`src/rtl/vga_timing_pkg.sv`:
```
// rtl/vga_timing_pkg.sv - shared 640x480@60 timing constants and coordinate width
package vga_timing_pkg;

    localparam int COORD_W = 12;

    localparam int DEFAULT_H_DISPLAY = 640;
    localparam int DEFAULT_H_FRONT   = 16;
    localparam int DEFAULT_H_SYNC    = 96;
    localparam int DEFAULT_H_BACK    = 48;
    localparam int DEFAULT_V_DISPLAY = 480;
    localparam int DEFAULT_V_FRONT   = 10;
    localparam int DEFAULT_V_SYNC    = 2;
    localparam int DEFAULT_V_BACK    = 33;
    localparam bit DEFAULT_SYNC_ACTIVE = 1'b0;
    localparam int DEFAULT_SYNC_DELAY  = 1;

    localparam int H_TOTAL = DEFAULT_H_DISPLAY + DEFAULT_H_FRONT + DEFAULT_H_SYNC + DEFAULT_H_BACK;
    localparam int V_TOTAL = DEFAULT_V_DISPLAY + DEFAULT_V_FRONT + DEFAULT_V_SYNC + DEFAULT_V_BACK;

    // True when lo <= x < lo+len.
    function automatic logic in_window(input logic [COORD_W-1:0] x, input int lo, input int len);
        return (int'(x) >= lo) && (int'(x) < lo + len);
    endfunction

endpackage

```
`src/rtl/sync_delay_line.sv`:
```
// rtl/sync_delay_line.sv - DEPTH x 1-bit shift register with synchronous reset value
module sync_delay_line #(
    parameter int DEPTH       = 1,
    parameter bit RESET_VALUE = 1'b1
) (
    input  logic clock,
    input  logic reset,
    input  logic din,
    output logic dout
);

    logic [DEPTH-1:0] stages;

    always_ff @(posedge clock) begin
        if (reset) begin
            stages <= {DEPTH{RESET_VALUE}};
        end else begin
            stages[0] <= din;
            for (int i = 1; i < DEPTH; i++) begin
                stages[i] <= stages[i-1];
            end
        end
    end

    assign dout = stages[DEPTH-1];

endmodule

```
`src/rtl/vga_dtg.sv`:
```
// rtl/vga_dtg.sv - VGA display timing generator: counters, decode and delayed syncs
module vga_dtg
    import vga_timing_pkg::*;
#(
    parameter int H_DISPLAY   = DEFAULT_H_DISPLAY,
    parameter int H_FRONT     = DEFAULT_H_FRONT,
    parameter int H_SYNC      = DEFAULT_H_SYNC,
    parameter int H_BACK      = DEFAULT_H_BACK,
    parameter int V_DISPLAY   = DEFAULT_V_DISPLAY,
    parameter int V_FRONT     = DEFAULT_V_FRONT,
    parameter int V_SYNC      = DEFAULT_V_SYNC,
    parameter int V_BACK      = DEFAULT_V_BACK,
    parameter bit SYNC_ACTIVE = DEFAULT_SYNC_ACTIVE,
    parameter int SYNC_DELAY  = DEFAULT_SYNC_DELAY
) (
    input  logic               clock,
    input  logic               reset,
    output logic [COORD_W-1:0] pixel_column,
    output logic [COORD_W-1:0] pixel_row,
    output logic               video_on,
    output logic               horiz_sync,
    output logic               vert_sync,
    output logic               frame_start
);

    localparam int LINE_LEN  = H_DISPLAY + H_FRONT + H_SYNC + H_BACK;
    localparam int FRAME_LEN = V_DISPLAY + V_FRONT + V_SYNC + V_BACK;

    logic [COORD_W-1:0] h, v, h_next, v_next;
    logic video_next, frame_next, hsync_next, vsync_next;

    always_comb begin
        h_next = h + COORD_W'(1);
        v_next = v;
        if (h == COORD_W'(LINE_LEN - 1)) begin
            h_next = '0;
            v_next = (v == COORD_W'(FRAME_LEN - 1)) ? '0 : v + COORD_W'(1);
        end
    end

    // Decode the count being loaded so every registered output lines up with it.
    always_comb begin
        video_next = (h_next < COORD_W'(H_DISPLAY)) && (v_next < COORD_W'(V_DISPLAY));
        frame_next = (h_next == '0) && (v_next == '0);
        hsync_next = in_window(h_next, H_DISPLAY + H_FRONT, H_SYNC) ? SYNC_ACTIVE : ~SYNC_ACTIVE;
        vsync_next = in_window(v_next, V_DISPLAY + V_FRONT, V_SYNC) ? SYNC_ACTIVE : ~SYNC_ACTIVE;
    end

    always_ff @(posedge clock) begin
        if (reset) begin
            h           <= COORD_W'(LINE_LEN - 1);
            v           <= COORD_W'(FRAME_LEN - 1);
            video_on    <= 1'b0;
            frame_start <= 1'b0;
        end else begin
            h           <= h_next;
            v           <= v_next;
            video_on    <= video_next;
            frame_start <= frame_next;
        end
    end

    assign pixel_column = h;
    assign pixel_row    = v;

    // First stage is the sync output register itself; the rest are the extra delay.
    sync_delay_line #(
        .DEPTH       (SYNC_DELAY + 1),
        .RESET_VALUE (~SYNC_ACTIVE)
    ) u_hsync_delay (
        .clock (clock),
        .reset (reset),
        .din   (hsync_next),
        .dout  (horiz_sync)
    );

    sync_delay_line #(
        .DEPTH       (SYNC_DELAY + 1),
        .RESET_VALUE (~SYNC_ACTIVE)
    ) u_vsync_delay (
        .clock (clock),
        .reset (reset),
        .din   (vsync_next),
        .dout  (vert_sync)
    );

endmodule

```
`config.mk`:
```
export PLATFORM = sky130hd
export DESIGN_NAME = vga_dtg
export DESIGN_NICKNAME = d
export VERILOG_FILES = /design/src/rtl/vga_timing_pkg.sv /design/src/rtl/sync_delay_line.sv /design/src/rtl/vga_dtg.sv
export SDC_FILE = /design/constraint.sdc
export NUM_CORES = 1
export LEC_CHECK = 0
export ABC_AREA = 1
export CORE_ASPECT_RATIO = 0.75
export CORE_UTILIZATION = 55
export DETAILED_ROUTE_END_ITERATION = 10
export GPL_TIMING_DRIVEN = 0
export PLACE_DENSITY = 0.82
export SLEW_MARGIN = 20
export SYNTH_ARGS = -nofsm -noshare
export SYNTH_HDL_FRONTEND = slang
export SYNTH_SLANG_ARGS = --single-unit
export TNS_END_PERCENT = 1
```
`constraint.sdc`:
```
create_clock -name clock -period 4.51 [get_ports clock]
set_input_delay 0.451 -clock clock [delete_from_list [all_inputs] [get_ports clock]]
set_output_delay 0.451 -clock clock [all_outputs]
set_load 0.005 [all_outputs]
```
==> metrics, run 1 <==
status completed; layout net count 326; Slew HR 0.6851; crit path time final 1.971 ns; WP data arrival 2.15 ns; synthesis warning total 0; die area ~3500 um2; cts hold-fix bufs 0; CTS max path bufs 2; via count around 1900; number of DRC markers in iteration 0 a little under 300; P_leak 1.052 nW; Distinct cells, synth 27; Critical Path RT approximately 4.7 ns; sequential fraction of the synthesis area 0.3361; GRT met1 Usage 0.4401; Final Hold Violating Endpoints 0; hold path cells 1; Clock Sinks 30; placed cell area 2115 um2; Peak VDD IR ~0.35 mV; core area 3020 um2; CP dominant cell by count nand2_2; Buf/Inv on CP 1; I/O Pins 30; initial antenna violation count 0; Post-DRT Antenna Nets 0; GR Overflow Total 0; final core occ 0.7262; Max-Cap Viols 0; setup TNS 0 ns; clk slew on worst S/H paths 0.06 ns; # resized after CTS 0; final count of pins violating max slew 0; num rows 17; Crit Path Max Fanout 10; Cell Area, Synth between 1500 and 2000 um2; total CTS buffers 5; DR DRC count 0; TritonCTS clock tree yes; critical path class flip-flop to flip-flop; clock latency on the worst-skew pair 0.28 ns; hold path endpoint u_hsync_delay.stages[1]; GRT busiest layer met1; Area growth, synth to finish 22.76%; met2 usage 0.3960; worst r2r src pixel_column[0]; IO Port Bufs 28; ant diodes 0; Post-CTS Repair Setup Buffers 0; initial core utilization 0.5915; Setup Skew between 0.003 and 0.004 ns; commonest non-fill, non-tap cell in the layout nand2_1; R2R Path End u_vsync_delay.stages[0]; worst min path class flip-flop to flip-flop; unrepaired setup endpoints after global routing false; Die Ht 51.36 um; Yosys reg bits 30; fill count between 200 and 300; Hold Crit Start u_hsync_delay.stages[0]; CP max-delay cell dfxtp_1; Crit. End Element flip-flop; pwr/cell area 683.6 nW/um2; CP startpoint kind flip-flop; DR pass1 iterations 4; drt total wl 4.320 mm; CP delay by family, top simple AND/OR/NAND/NOR gates; Setup WS post-layout 2.539 ns; number of global-route vias before repair 1586; routed length per instance 12.07 um; Syn Inst Count 285; first-pass GRT wire length roughly 7.3 mm; share of cells above drive strength 1 0.09375; reg2reg path depth 11; Syn Area/Cell between 6 and 7 um2; dpl ws 2.580 ns; Vias/cell 5.168; Clock Tree Root clkbuf_8; largest net degree at the start of global routing 11; Crit path largest cell delay 0.41 ns; worst-path cell chain ha_1 > nand2_2 > nor2_4 > nand3_4 > buf_6 > nand2_2 > nand2_2 > nor3_2 > nand3_1 > nor2_1 > nand2_1; Max Fclk between 500 and 600 MHz; measured slew at the worst slew-check pin 0.4723 ns; die width about 68 um; GR Util met3 0.06027; final instance area 2193 um2; critical path startpoint pixel_column[0]; commonest cells after routing, fill and taps aside nand2_1 (90), nor2_1 (46), inv_1 (34); Final Power 0.001499 W; Final setup viols 0; CTS H-tree depth 2; syn_nets about 290; Detail Placement HPWL approximately 3.2 mm; final period utilization 0.4370; gr usage total 0.2885; RePlAce Congestion 0.8996; Worst R2R Setup Slack 2.54 ns
[layout make-up]
| type | instances | area (um2) | area share |
|---|---|---|---|
| Multi-Input combinational cell | 212 | 1013 | 0.4621 |
| Sequential cell | 30 | 600.6 | 0.2738 |
| Timing Repair Buffer | 28 | 280.3 | 0.1278 |
| Inverter | 39 | 147.6 | 0.06731 |
| Clock buffer | 5 | 68.82 | 0.03137 |
| Tap cell | 38 | 47.55 | 0.02168 |
| Buffer | 4 | 25.02 | 0.01141 |
| Clock inverter | 2 | 10.01 | 0.004564 |
[Yosys cell counts]
master,count,area [um2]
or2_2,3,18.77
buf_2,2,10.01
clkinv_1,2,7.510
nand3_4,1,17.52
o21ai_0,6,30.03
inv_1,34,127.6
a21oi_1,3,15.01
nand3_1,27,135.1
nand4_1,9,56.30
nor3b_1,1,7.510
nor2_1,46,172.7
buf_6,1,11.26
nand3b_1,1,7.510
clkinv_2,1,5.000
nor2_4,1,11.26
and2_1,1,6.260
dfxtp_1,30,600.6
inv_2,2,7.510
ha_1,4,50.05
nor3_2,2,20.02
nand3_2,3,30.03
nor3_1,2,10.01
xor2_1,5,43.79
clkbuf_1,1,3.750
nand2_2,3,18.77
nor2_2,4,25.02
nand2_1,90,337.8
[state kept, by name, summed over array words and instances (netlist names)]
register and flops:
u_vsync_delay.stages 2, frame_start 1, u_hsync_delay.stages 2, pixel_column 12, pixel_row 12, video_on 1
[through the flow]
| step | cells | hold slack [ns] |
|---|---|---|
| after CTS | 358 | 0.4208 |
| after detailed placement | 351 | 0.3979 |
| final | 358 | 0.4181 |
| after floorplan | 285 | 0.3895 |
| after global routing | 358 | 0.4426 |
| after global placement | 351 | 0.3906 |
[worst max-delay path by stage]
stage / to / depth (start not counted)
after floorplan: u_vsync_delay.stages[0] / 11
after CTS: u_vsync_delay.stages[0] / 11
after detailed placement: u_vsync_delay.stages[0] / 11
final: u_vsync_delay.stages[0] / 11
after global placement: u_vsync_delay.stages[0] / 11
after global routing: u_vsync_delay.stages[0] / 10
[per-layer routing]
layer  up-vias  wire length, um
met5         -                0
met4         0               62
met3         7              277
met2        62             1714
met1       828             2266
li1        953                -
[where the power goes]
part / leakage [nW] / total, W / switching (W) / internal [W]
clock: 0.0438 / 0.000199 / 0.0000959 / 0.000103
combinational: 0.763 / 0.000864 / 0.000517 / 0.000347
sequential: 0.245 / 0.000437 / 0.0000981 / 0.000338
total: 1.05 / 0.00150 / 0.000711 / 0.000789
[cells by family (layout without fill, tap and decap cells)]
| family | after synthesis | after routing | synth area share |
|---|---|---|---|
| AOI/OAI and AO/OA | 9 | 9 | 0.02521 |
| xor gates and xnor gates | 5 | 5 | 0.02451 |
| adders and majority gates | 4 | 4 | 0.02801 |
| buffers and inverters | 43 | 78 | 0.09664 |
| DFF | 30 | 30 | 0.3361 |
| and+or+nand+nor | 194 | 194 | 0.4895 |
(Power assumes the default switching activity.)
==> run 2, diff against run 1 <==
--- a/config.mk
+++ b/config.mk
@@ -7,10 +7,10 @@
 export LEC_CHECK = 0
 export ABC_AREA = 1
 export CORE_ASPECT_RATIO = 0.75
-export CORE_UTILIZATION = 55
+export CORE_UTILIZATION = 48
 export DETAILED_ROUTE_END_ITERATION = 10
 export GPL_TIMING_DRIVEN = 0
-export PLACE_DENSITY = 0.82
+export PLACE_DENSITY = 0.76
 export SLEW_MARGIN = 20
 export SYNTH_ARGS = -nofsm -noshare
 export SYNTH_HDL_FRONTEND = slang
==> constraint.sdc (replaced) <==
create_clock -name clock -period 1.8 [get_ports clock]
set_input_delay 0.18 -clock clock [delete_from_list [all_inputs] [get_ports clock]]
set_output_delay 0.18 -clock clock [all_outputs]
set_load 0.005 [all_outputs]
==> metrics, run 2 (synthesis gave the netlist of run 1 again) <==
via count 1968 (+6.4%); Critical Path RT 1.96 ns (-2.72 ns); CP dominant cell by count nand3_1; DR pass1 iterations 5 (+1); die area 3973 um2 (+14%); Crit path largest cell delay 0.37 ns (-0.04 ns); CTS max path bufs 2 (unchanged); Max Fclk 559.0 MHz (+10%); total CTS buffers 5 (unchanged); final instance count without filler cells 383 (+7.0%); first-pass GRT wire length 7.341 mm (+0.47%); die width 72.45 um (+6.8%); Clock Tree Root clkbuf_8; Vias/cell 5.138 (-0.57%); routed length per instance 12.73 um (+5.5%); GR Overflow Total 0 (unchanged); num rows 18 (+1); Hold Slack 0.2046 ns (-0.2135 ns); layout net count 339 (+4.0%); Detail Placement HPWL 3.319 mm (+2.3%); Die Ht 54.84 um (+6.8%); P_leak 1.145 nW (+8.8%); drt total wl 4.876 mm (+13%); worst min path class input port to flip-flop; TritonCTS clock tree yes; pwr/cell area 1814 nW/um2 (+170%); WP data arrival 1.95 ns (-0.20 ns); commonest non-fill, non-tap cell in the layout nand2_1; worst-path cell chain buf_4 > nand3_1 > nor2_2 > nand3_1 > nand2_1 > nand3_1 > inv_1 > nand3b_1 > nor3b_1 > nand3_1; initial core utilization 0.5219 (-0.06962); status completed; IO Port Bufs 28 (unchanged); critical path class flip-flop to flip-flop; core area 3423 um2 (+13%); Hold Crit Start reset; Clock Sinks 30 (unchanged); measured slew at the worst slew-check pin 0.5231 ns (+0.05078 ns); initial antenna violation count 0 (unchanged); Max-Cap Viols 0 (unchanged); CP startpoint kind flip-flop; placed cell area 2130 um2 (+0.71%); crit path time final 1.789 ns (-0.1821 ns); Post-DRT Antenna Nets 0 (unchanged); placed cell count 363 (+3.4%); gr usage total 0.2515 (-0.03694); CTS H-tree depth 2 (unchanged); Slew HR 0.6512 (-0.03385); Area growth, synth to finish 38.80%; share of cells above drive strength 1 0.2222 (+0.1285); I/O Pins 30 (unchanged); CP max-delay cell dfxtp_4; largest net degree at the start of global routing 11 (unchanged); final instance area 2480 um2 (+13%); RePlAce Congestion 0.8651 (-3.8%); cts hold-fix bufs 0 (unchanged); final count of pins violating max slew 0 (unchanged); Final setup viols 0 (unchanged); Final Power 0.004499 W (+200%); Crit Path Max Fanout 4 (-6); clk slew on worst S/H paths 0.07 ns (about the same); Setup Skew 0.006291 ns (+0.003169 ns); Final Hold Violating Endpoints 0 (unchanged); clock latency on the worst-skew pair 0.28 ns (about the same); Peak VDD IR 0.8802 mV (+150%); number of DRC markers in iteration 0 183 (-37%); ant diodes 0 (unchanged); DR DRC count 0 (unchanged); commonest cells after routing, fill and taps aside nand2_1 (85), nor2_1 (37), inv_1 (33); critical path startpoint pixel_column[1]; unrepaired setup endpoints after global routing true; final period utilization 0.9938 (+0.5568); number of global-route vias before repair 1571 (-0.95%); Crit. End Element flip-flop; worst r2r src pixel_column[1]
[run 2: changes by cell type in the layout (fill, tap and decap cells not counted), sizes merged]
cell / previous run / this run
buf: 3 / 15
clkinv: 5 / 1
bufinv: 0 / 1
clkbuf: 6 / 8
inv: 36 / 38
[run 2: layout make-up]
| class | count | area [um2] |
|---|---|---|
| Multi-Input combinational cell | 212 | 1109 |
| Fill cell | 287 | 943.4 |
| Sequential cell | 30 | 620.6 |
| Timing Repair Buffer | 41 | 390.4 |
| Inverter | 39 | 153.9 |
| Clock buffer | 6 | 82.58 |
| Tap cell | 50 | 62.56 |
| Buffer | 4 | 31.28 |
| Clock inverter | 1 | 30.03 |
[run 2: worst max-delay path, delay by kind of cell, from the launching register on]
kind / cells / cell delay, ns
flops: 1 / 0.37
buf+inv: 2 / 0.20
simple gates: 8 / 1.09
[run 2: what timing repair did]
item / 4_1_cts / 5_1_grt
setup buffers: 0 / 13
gates resized for setup: 7 / 38
setup endpoints to repair: 4 / 5
gates cloned: 0 / 0
pin swaps: 0 / 21
[run 2: worst paths after layout]
path / endpoint / slack, ns / depth (start not counted)
hold reg to reg: u_hsync_delay.stages[1] / 0.41 / 1
setup / recovery: u_hsync_delay.stages[0] / 0.01 / 10
hold / removal: pixel_row[0] / 0.20 / 2
setup reg to reg: u_hsync_delay.stages[0] / 0.01 / 10
[run 2: layer usage]
layer | GRT usage | wire [um] | part of all wire | vias up
met5 | 0 | 0 | 0 | -
met4 | 0.07843 | 59 | 0.012 | 0
met3 | 0.06998 | 346 | 0.071 | 8
met2 | 0.3676 | 2126 | 0.44 | 78
met1 | 0.3575 | 2343 | 0.48 | 900
li1 | - | - | - | 982
[run 2: metrics by stage]
stage                     setup WS [ns]  utilization  TNS (ns)
after floorplan                  0.1356            -         0
after global placement          -0.1554       0.6221   -0.4434
after detailed placement        -0.1523       0.6221   -0.3889
after CTS                       0.01322       0.6612         0
after global routing           -0.06933       0.7244   -0.1996
final                           0.01114       0.7244         0
[run 2: report_power, final]
part / internal, W / switching (W)
clock: 0.000442 / 0.000253
sequential: 0.000871 / 0.000264
combinational: 0.00116 / 0.00151
total: 0.00247 / 0.00203
